## src/rtl/membus_pkg.sv

```systemverilog
// Shared types for the device-bus arbiter: FSM encodings, master IDs, default widths.
// Pure declarations; no latency and no flow control of its own.
package membus_pkg;

    typedef enum logic [1:0] {
        IDLE   = 2'd0,
        STROBE = 2'd1,
        WAIT   = 2'd2,
        ACK    = 2'd3
    } state_e;

    localparam logic M_CPU = 1'b0;
    localparam logic M_AUX = 1'b1;

    localparam int ADDR_W_DEF = 32;
    localparam int DATA_W_DEF = 32;

endpackage

```

## src/rtl/membus_arbiter_if.sv

```systemverilog
// One master's single-beat request/ack channel into the arbiter.
// The master holds req/we/addr/wdata until its one-cycle ack; there is no other backpressure.
interface membus_arbiter_if #(
    parameter int ADDR_W = membus_pkg::ADDR_W_DEF,
    parameter int DATA_W = membus_pkg::DATA_W_DEF
);
    logic              req;
    logic              we;
    logic [ADDR_W-1:0] addr;
    logic [DATA_W-1:0] wdata;
    logic              ack;
    logic [DATA_W-1:0] rdata;

    modport master (output req, we, addr, wdata, input ack, rdata);
    modport slave  (input req, we, addr, wdata, output ack, rdata);
endinterface

```

## src/rtl/membus_pick.sv

```systemverilog
// Winner selection for two requesters plus the last-grant and starvation history.
// Combinational pick (0 cycles); only fires while the arbiter is idle.
module membus_pick
    import membus_pkg::*;
#(
    parameter int FIXED_PRIO = 0,
    parameter int STARVE_LIM = 4
) (
    input  logic       clk,
    input  logic       reset_n,
    input  logic [1:0] req_i,
    input  logic       arb_en_i,
    output logic       winner_o,
    output logic       fire_o
);
    localparam logic [3:0] LIM = 4'(STARVE_LIM);

    logic       last_gnt_q, last_gnt_d;
    logic [3:0] starve_q, starve_d;
    logic       contested;

    always_comb begin
        contested  = req_i[0] & req_i[1];
        fire_o     = arb_en_i & (|req_i);
        winner_o   = M_CPU;
        last_gnt_d = last_gnt_q;
        starve_d   = starve_q;

        if (contested) begin
            if (FIXED_PRIO == 0) winner_o = ~last_gnt_q;
            else                 winner_o = (starve_q == LIM) ? M_AUX : M_CPU;
        end else if (req_i[1]) begin
            winner_o = M_AUX;
        end

        if (fire_o) begin
            last_gnt_d = winner_o;
            // Any grant to the aux master ends its starvation run; uncontested CPU grants don't count.
            if (winner_o == M_AUX)                 starve_d = '0;
            else if (contested && starve_q != LIM) starve_d = starve_q + 4'd1;
        end
    end

    always_ff @(posedge clk or negedge reset_n) begin
        if (!reset_n) begin
            last_gnt_q <= M_AUX;
            starve_q   <= '0;
        end else begin
            last_gnt_q <= last_gnt_d;
            starve_q   <= starve_d;
        end
    end
endmodule

```

## src/rtl/membus_arbiter.sv

```systemverilog
// Two-master to one-slave single-beat arbiter for the device bus.
// Strobe one cycle after grant, ack 2 cycles (write) or 2+RD_LAT cycles (read) after grant; masters wait on ack.
module membus_arbiter
    import membus_pkg::*;
#(
    parameter int ADDR_W     = ADDR_W_DEF,
    parameter int DATA_W     = DATA_W_DEF,
    parameter int RD_LAT     = 1,
    parameter int FIXED_PRIO = 0,
    parameter int STARVE_LIM = 4
) (
    input  logic              clk,
    input  logic              reset_n,
    membus_arbiter_if.slave   m0,
    membus_arbiter_if.slave   m1,
    output logic              dev_rd,
    output logic              dev_wr,
    output logic [ADDR_W-1:0] dev_addr,
    output logic [DATA_W-1:0] dev_wdata,
    input  logic [DATA_W-1:0] dev_rdata,
    output logic              busy,
    output logic              gnt_id
);
    state_e            state_q, state_d;
    logic              we_q, we_d;
    logic [ADDR_W-1:0] addr_q, addr_d;
    logic [DATA_W-1:0] wdata_q, wdata_d;
    logic [DATA_W-1:0] rdata_q, rdata_d;
    logic [2:0]        cnt_q, cnt_d;
    logic              gnt_q, gnt_d;
    logic              winner, fire;
    logic              ack0, ack1;

    membus_pick #(
        .FIXED_PRIO (FIXED_PRIO),
        .STARVE_LIM (STARVE_LIM)
    ) u_pick (
        .clk      (clk),
        .reset_n  (reset_n),
        .req_i    ({m1.req, m0.req}),
        .arb_en_i (state_q == IDLE),
        .winner_o (winner),
        .fire_o   (fire)
    );

    always_comb begin
        state_d = state_q;
        we_d    = we_q;
        addr_d  = addr_q;
        wdata_d = wdata_q;
        rdata_d = rdata_q;
        cnt_d   = cnt_q;
        gnt_d   = gnt_q;

        case (state_q)
            IDLE: begin
                if (fire) begin
                    gnt_d   = winner;
                    we_d    = winner ? m1.we    : m0.we;
                    addr_d  = winner ? m1.addr  : m0.addr;
                    wdata_d = winner ? m1.wdata : m0.wdata;
                    rdata_d = '0;
                    state_d = STROBE;
                end
            end
            STROBE: begin
                if (we_q) begin
                    state_d = ACK;
                end else if (RD_LAT == 0) begin
                    rdata_d = dev_rdata;
                    state_d = ACK;
                end else begin
                    cnt_d   = 3'(RD_LAT - 1);
                    state_d = WAIT;
                end
            end
            WAIT: begin
                if (cnt_q == 3'd0) begin
                    rdata_d = dev_rdata;
                    state_d = ACK;
                end else begin
                    cnt_d = cnt_q - 3'd1;
                end
            end
            ACK:     state_d = IDLE;
            default: state_d = IDLE;
        endcase
    end

    always_ff @(posedge clk or negedge reset_n) begin
        if (!reset_n) begin
            state_q <= IDLE;
            we_q    <= 1'b0;
            addr_q  <= '0;
            wdata_q <= '0;
            rdata_q <= '0;
            cnt_q   <= '0;
            gnt_q   <= M_CPU;
        end else begin
            state_q <= state_d;
            we_q    <= we_d;
            addr_q  <= addr_d;
            wdata_q <= wdata_d;
            rdata_q <= rdata_d;
            cnt_q   <= cnt_d;
            gnt_q   <= gnt_d;
        end
    end

    // Strobes and acks decode straight from state so an async reset kills them instantly.
    assign dev_rd    = (state_q == STROBE) & ~we_q;
    assign dev_wr    = (state_q == STROBE) &  we_q;
    assign dev_addr  = addr_q;
    assign dev_wdata = wdata_q;
    assign busy      = (state_q != IDLE);
    assign gnt_id    = gnt_q;

    assign ack0     = (state_q == ACK) && (gnt_q == M_CPU);
    assign ack1     = (state_q == ACK) && (gnt_q == M_AUX);
    assign m0.ack   = ack0;
    assign m1.ack   = ack1;
    assign m0.rdata = ack0 ? rdata_q : '0;
    assign m1.rdata = ack1 ? rdata_q : '0;
endmodule

```

## src/flat_wrapper.sv

```systemverilog
// flat-port wrapper written by rule: the top's interface ports become plain ports
module membus_arbiter_flat import membus_pkg::*;
#(
    parameter int ADDR_W     = ADDR_W_DEF,
    parameter int DATA_W     = DATA_W_DEF,
    parameter int RD_LAT     = 1,
    parameter int FIXED_PRIO = 0,
    parameter int STARVE_LIM = 4
)
  (clk, reset_n, dev_rd, dev_wr, dev_addr, dev_wdata, dev_rdata, busy, gnt_id, m0_req, m0_we, m0_addr, m0_wdata, m0_ack, m0_rdata, m1_req, m1_we, m1_addr, m1_wdata, m1_ack, m1_rdata);
  membus_arbiter_if #(.ADDR_W(ADDR_W), .DATA_W(DATA_W)) m0_i ();
  membus_arbiter_if #(.ADDR_W(ADDR_W), .DATA_W(DATA_W)) m1_i ();
  input  logic clk;
  input  logic reset_n;
  output logic dev_rd;
  output logic dev_wr;
  output logic [ADDR_W-1:0] dev_addr;
  output logic [DATA_W-1:0] dev_wdata;
  input  logic [DATA_W-1:0] dev_rdata;
  output logic busy;
  output logic gnt_id;
  input wire logic [$bits(m0_i.req)-1:0] m0_req;
  input wire logic [$bits(m0_i.we)-1:0] m0_we;
  input wire logic [$bits(m0_i.addr)-1:0] m0_addr;
  input wire logic [$bits(m0_i.wdata)-1:0] m0_wdata;
  output wire logic [$bits(m0_i.ack)-1:0] m0_ack;
  output wire logic [$bits(m0_i.rdata)-1:0] m0_rdata;
  input wire logic [$bits(m1_i.req)-1:0] m1_req;
  input wire logic [$bits(m1_i.we)-1:0] m1_we;
  input wire logic [$bits(m1_i.addr)-1:0] m1_addr;
  input wire logic [$bits(m1_i.wdata)-1:0] m1_wdata;
  output wire logic [$bits(m1_i.ack)-1:0] m1_ack;
  output wire logic [$bits(m1_i.rdata)-1:0] m1_rdata;
  assign m0_i.req = m0_req;
  assign m0_i.we = m0_we;
  assign m0_i.addr = m0_addr;
  assign m0_i.wdata = m0_wdata;
  assign m0_ack = m0_i.ack;
  assign m0_rdata = m0_i.rdata;
  assign m1_i.req = m1_req;
  assign m1_i.we = m1_we;
  assign m1_i.addr = m1_addr;
  assign m1_i.wdata = m1_wdata;
  assign m1_ack = m1_i.ack;
  assign m1_rdata = m1_i.rdata;
  membus_arbiter #(.ADDR_W(ADDR_W), .DATA_W(DATA_W), .RD_LAT(RD_LAT), .FIXED_PRIO(FIXED_PRIO), .STARVE_LIM(STARVE_LIM)) u_core (.clk(clk), .reset_n(reset_n), .m0(m0_i), .m1(m1_i), .dev_rd(dev_rd), .dev_wr(dev_wr), .dev_addr(dev_addr), .dev_wdata(dev_wdata), .dev_rdata(dev_rdata), .busy(busy), .gnt_id(gnt_id));
endmodule
```

## config.mk

```make
export PLATFORM = sky130hd
export DESIGN_NAME = membus_arbiter_flat
export DESIGN_NICKNAME = d
export VERILOG_FILES = /design/src/rtl/membus_pkg.sv /design/src/rtl/membus_arbiter_if.sv /design/src/rtl/membus_pick.sv /design/src/rtl/membus_arbiter.sv /design/src/flat_wrapper.sv
export SDC_FILE = /design/constraint.sdc
export NUM_CORES = 1
export LEC_CHECK = 0
export BUFFER_PORTS_ARGS = -buffer_cell sky130_fd_sc_hd__buf_2
export CAP_MARGIN = 20
export CORE_AREA = 2 2 116 118
export CTS_CLUSTER_SIZE = 28
export DETAILED_ROUTE_END_ITERATION = 10
export DIE_AREA = 0 0 118 120
export PLACE_DENSITY_LB_ADDON = 0.2
export SETUP_SLACK_MARGIN = 0.05
export SLEW_MARGIN = 20
export SYNTH_ARGS = -nofsm -noshare
export SYNTH_HDL_FRONTEND = slang
export SYNTH_SLANG_ARGS = --single-unit
```

## constraint.sdc

```tcl
create_clock -name clk -period 2.4 [get_ports clk]
set_clock_uncertainty 0.1 [all_clocks]
set_input_delay 0 -clock clk [delete_from_list [all_inputs] [get_ports clk]]
set_output_delay 0 -clock clk [all_outputs]
set_load 0.05 [all_outputs]
```

==> impl_metrics.csv <==
group,metric,value,unit
finish,final_layout_size_suffix_gt1_share,33.9,%
critical_path,critPathMaxFanout,32,
run_status,status,"completed",
global_route,overflow,0,
placed_design,io_buffers,299,
cts,cts_buffer_depth,2,
finish,area_delta_synth_final,72.8,%
cts,cts-buffers-inserted,9,
timing,fin_ws,0.237,ns
logic_synthesis,seq_area_frac_synth,52.5,%
finish,fin_nets,1165,
logic_synthesis,synth_top_flop_cell,"dfrtp_1",
timing,timing.final.crit_share,90.1,%
timing,finalSetupViolations,0,
logic_synthesis,synth_seq_cells,104,
timing,fin_tns_setup,0,ns
placed_design,post-place-ws,0.275,ns
critical_path,r2r_slack,0.24,ns
logic_synthesis,synthArstFlopShare,100,%
timing,final_hold_viol_count,0,
logic_synthesis,synthTopCellsByArea,"dfrtp_1 (52%), a21oi_1 (13%), a22o_1 (5.7%), nand2_1 (5.2%), nor2_1 (5.0%)",
critical_path,cp.arrival,2.35,ns
placed_design,placed_cell_area,0.00661,sq mm
cts,path_clk_slew,0.07,ns
timing,max_freq,462,MHz
timing,grt_setup_unrepaired,"no",
power,p_per_area,1290,mW/mm^2
detailed_routing,drtIter0Drc,428,
critical_path,crit_required,2.58,ns
detailed_routing,detail-route-antenna-nets,0,
cts,cts.sinks,104,
critical_path,r2r_cells,5,
global_route,grt_max_degree,53,
floorplanning,rows,42,
logic_synthesis,synth-edff-count,0,
cts,clk_latency,0.35,ns
cts,h-tree-depth,3,
critical_path,reg2reg_from,"u_core.state_q[1]",
hold_path,min_path_type,"in2async",
detailed_routing,viasPerCell,5.18,
detailed_routing,wl_per_cell,16.9,microns
detailed_routing,firstDrtPassIters,4,
floorplanning,core,0.0130,sq mm
global_route,grt_pass1_wl,31000,microns
critical_path,crit_chain,"inv_1 > ha_1 > buf_4 > o211ai_4 > a22o_1",
detailed_routing,route.detailed.drc,0,
floorplanning,pin_count,300,
logic_synthesis,synth_top_area_cell,"dfrtp_1",
finish,design_area,0.00856,sq mm
placed_design,dp_hpwl,11800,microns
logic_synthesis,syn-num-nets,719,
timing,fin_crit,2.16,ns
logic_synthesis,synth_cells,547,
critical_path,crit_path_end_kind,"flip-flop",
placed_design,gp_congestion,0.834,
global_route,grt.total_usage,27.5,%
logic_synthesis,yosys.area.top_type_share,52.0,%
global_route,grt_pass1_vias,6325,
power,leakage,4.48,nW
logic_synthesis,syn_area,0.00496,sq mm
critical_path,r2r-end,"u_core.rdata_q[17]",
floorplanning,die_w,118,microns
timing,timing.final.max_slew_violations,0,
floorplanning,start_util,38.2,%
cts,cts_tree,"done",
logic_synthesis,ys_types,32,
critical_path,crit_slowest_cell,"o211ai_4",
timing,slew_headroom,40.2,%
floorplanning,die_h,120,microns
detailed_routing,vias,6080,
critical_path,crit_type,"reg2reg",
logic_synthesis,ys_warn_count,0,
run,drv_cap,0,
timing,worst_pin_slew,0.892,ns
logic_synthesis,syn_avg_cell_area,9.06,sq um
finish,postLayoutCoreUtil,66.0,%
cts,post_cts_resize_count,0,
cts,root_buffer,"clkbuf_16",
critical_path,cp_slowest_stage_delay,0.70,ns
critical_path,startpoint_type,"flip-flop",
floorplanning,dieArea,0.0142,sq mm
global_route,antenna_found_initial,0,
finish,n_antenna_cell,0,
detailed_routing,wl,19900,microns
power,ir_worst_vdd,0.740,mV
==> stage by stage <==
step | power (mW) | instances | hold WS [ns]
after global placement | 9.06 | 993 | -0.163
final | 11.1 | 1174 | 0.00631
after detailed placement | 9.24 | 993 | -0.160
after CTS | 11.0 | 1174 | 0.00992
after global routing | 11.6 | 1174 | 0.0409
after floorplan | 7.70 | 547 | -0.396
==> critical path, delay by kind of cell, from the launching register on <==
family	cells	cell delay, ns
AO/OA/AOI/OAI	2	0.98
buffers and inverters	2	0.29
adder cells (fa/ha/maj)	1	0.28
flip-flops	1	0.42
==> synthesized netlist by cell type (all sizes together), types with 2 or more instances <==
library cell and n:
o22ai 2, nand2 69, and3 33, and2 33, a22o 32, nor2b 3, ha 6, buf 23
nand3 2, o21ai 4, inv 7, nor2 66, dfrtp 103, a21oi 131, clkbuf 21
==> layout make-up <==
cell class,count,area [sq um]
Fill cell,975,4420
Timing Repair Buffer,479,3290
Sequential cell,104,2600
Multi-Input combinational cell,392,2120
Clock buffer,9,225
Tap cell,176,220
Clock inverter,7,80.1
Inverter,7,26.3
==> power breakdown <==
group	internal, mW	leakage [nW]	total (mW)	switching [mW]
clock network	0.820	0.143	1.51	0.692
registers	2.58	1.23	3.08	0.508
logic	1.79	3.11	6.48	4.70
==> how the worst max path moves through the flow <==
stage | start | endpoint | cells after the start | slack, ns
4_1_cts | u_core.state_q[1] | u_core.rdata_q[2] | 5 | 0.25
5_1_grt | u_core.state_q[0] | u_core.rdata_q[8] | 5 | 0.15
3_5_place_dp | u_core.state_q[1] | u_core.rdata_q[17] | 5 | 0.27
6_report | u_core.state_q[1] | u_core.rdata_q[17] | 5 | 0.24
2_1_floorplan | u_core.gnt_id | m0_rdata[22] | 3 | 0.28
3_3_place_gp | u_core.state_q[0] | u_core.rdata_q[27] | 5 | 0.40
==> timing repair <==
item                      in CTS  in global routing
buffers inserted               0                  0
hold endpoints to repair     201                  0
hold buffers                 165                  0
==> logic make-up (layout without fill, tap and decap cells) <==
kind of cell               count (synthesis)  count (layout)  share of synthesized area, %
AOI/OAI and AO/OA                        175             175                          20.8
adders and majority gates                  6               6                          1.51
buffers and inverters                     51             502                          5.23
DFF                                      104             104                          52.5
muxes                                      1               1                         0.202
and+or+nand+nor                          210             210                          19.7
==> state kept, by name, summed over array words and instances (netlist names) <==
signal	cells
u_core.cnt_q	3
u_core.dev_addr	32
u_core.dev_wdata	32
u_core.gnt_id	1
u_core.rdata_q	32
u_core.state_q	2
u_core.u_pick.last_gnt_q	1
u_core.we_q	1
==> cell usage in the layout, fill, tap and decap left out <==
master	count
a21bo_2	1
a21boi_4	1
a21oi_1	131
a22o_1	32
a31oi_1	1
and2_1	33
and3_1	33
buf_12	2
buf_2	298
buf_4	14
bufinv_16	1
clkbuf_16	9
clkinv_4	2
clkinvlp_4	2
dfrtp_1	103
dfstp_2	1
dlygate4sd3_1	165
ha_1	6
inv_1	7
inv_6	2
mux2i_1	1
nand2_1	69
nand2b_1	1
nand3_1	2
nor2_1	65
nor2_2	1
nor2b_1	3
nor3_1	1
nor3b_1	1
o2111ai_1	1
o211ai_4	1
o21a_2	1
o21ai_0	3
o21ai_4	1
o22ai_1	2
or3b_4	1
==> layer usage <==
| layer | wire length, microns | GRT usage, % | share of wire [%] | up-vias |
|---|---|---|---|---|
| met1 | 7630 | 31.0 | 38 | 2883 |
| met5 | 0 | 0 | 0 | - |
| met4 | 633 | 14.0 | 3.2 | 0 |
| met2 | 10100 | 49.3 | 51 | 383 |
| li1 | - | - | - | 2753 |
| met3 | 1550 | 5.85 | 7.8 | 61 |
Note: power is estimated with default switching activity, not from simulation.
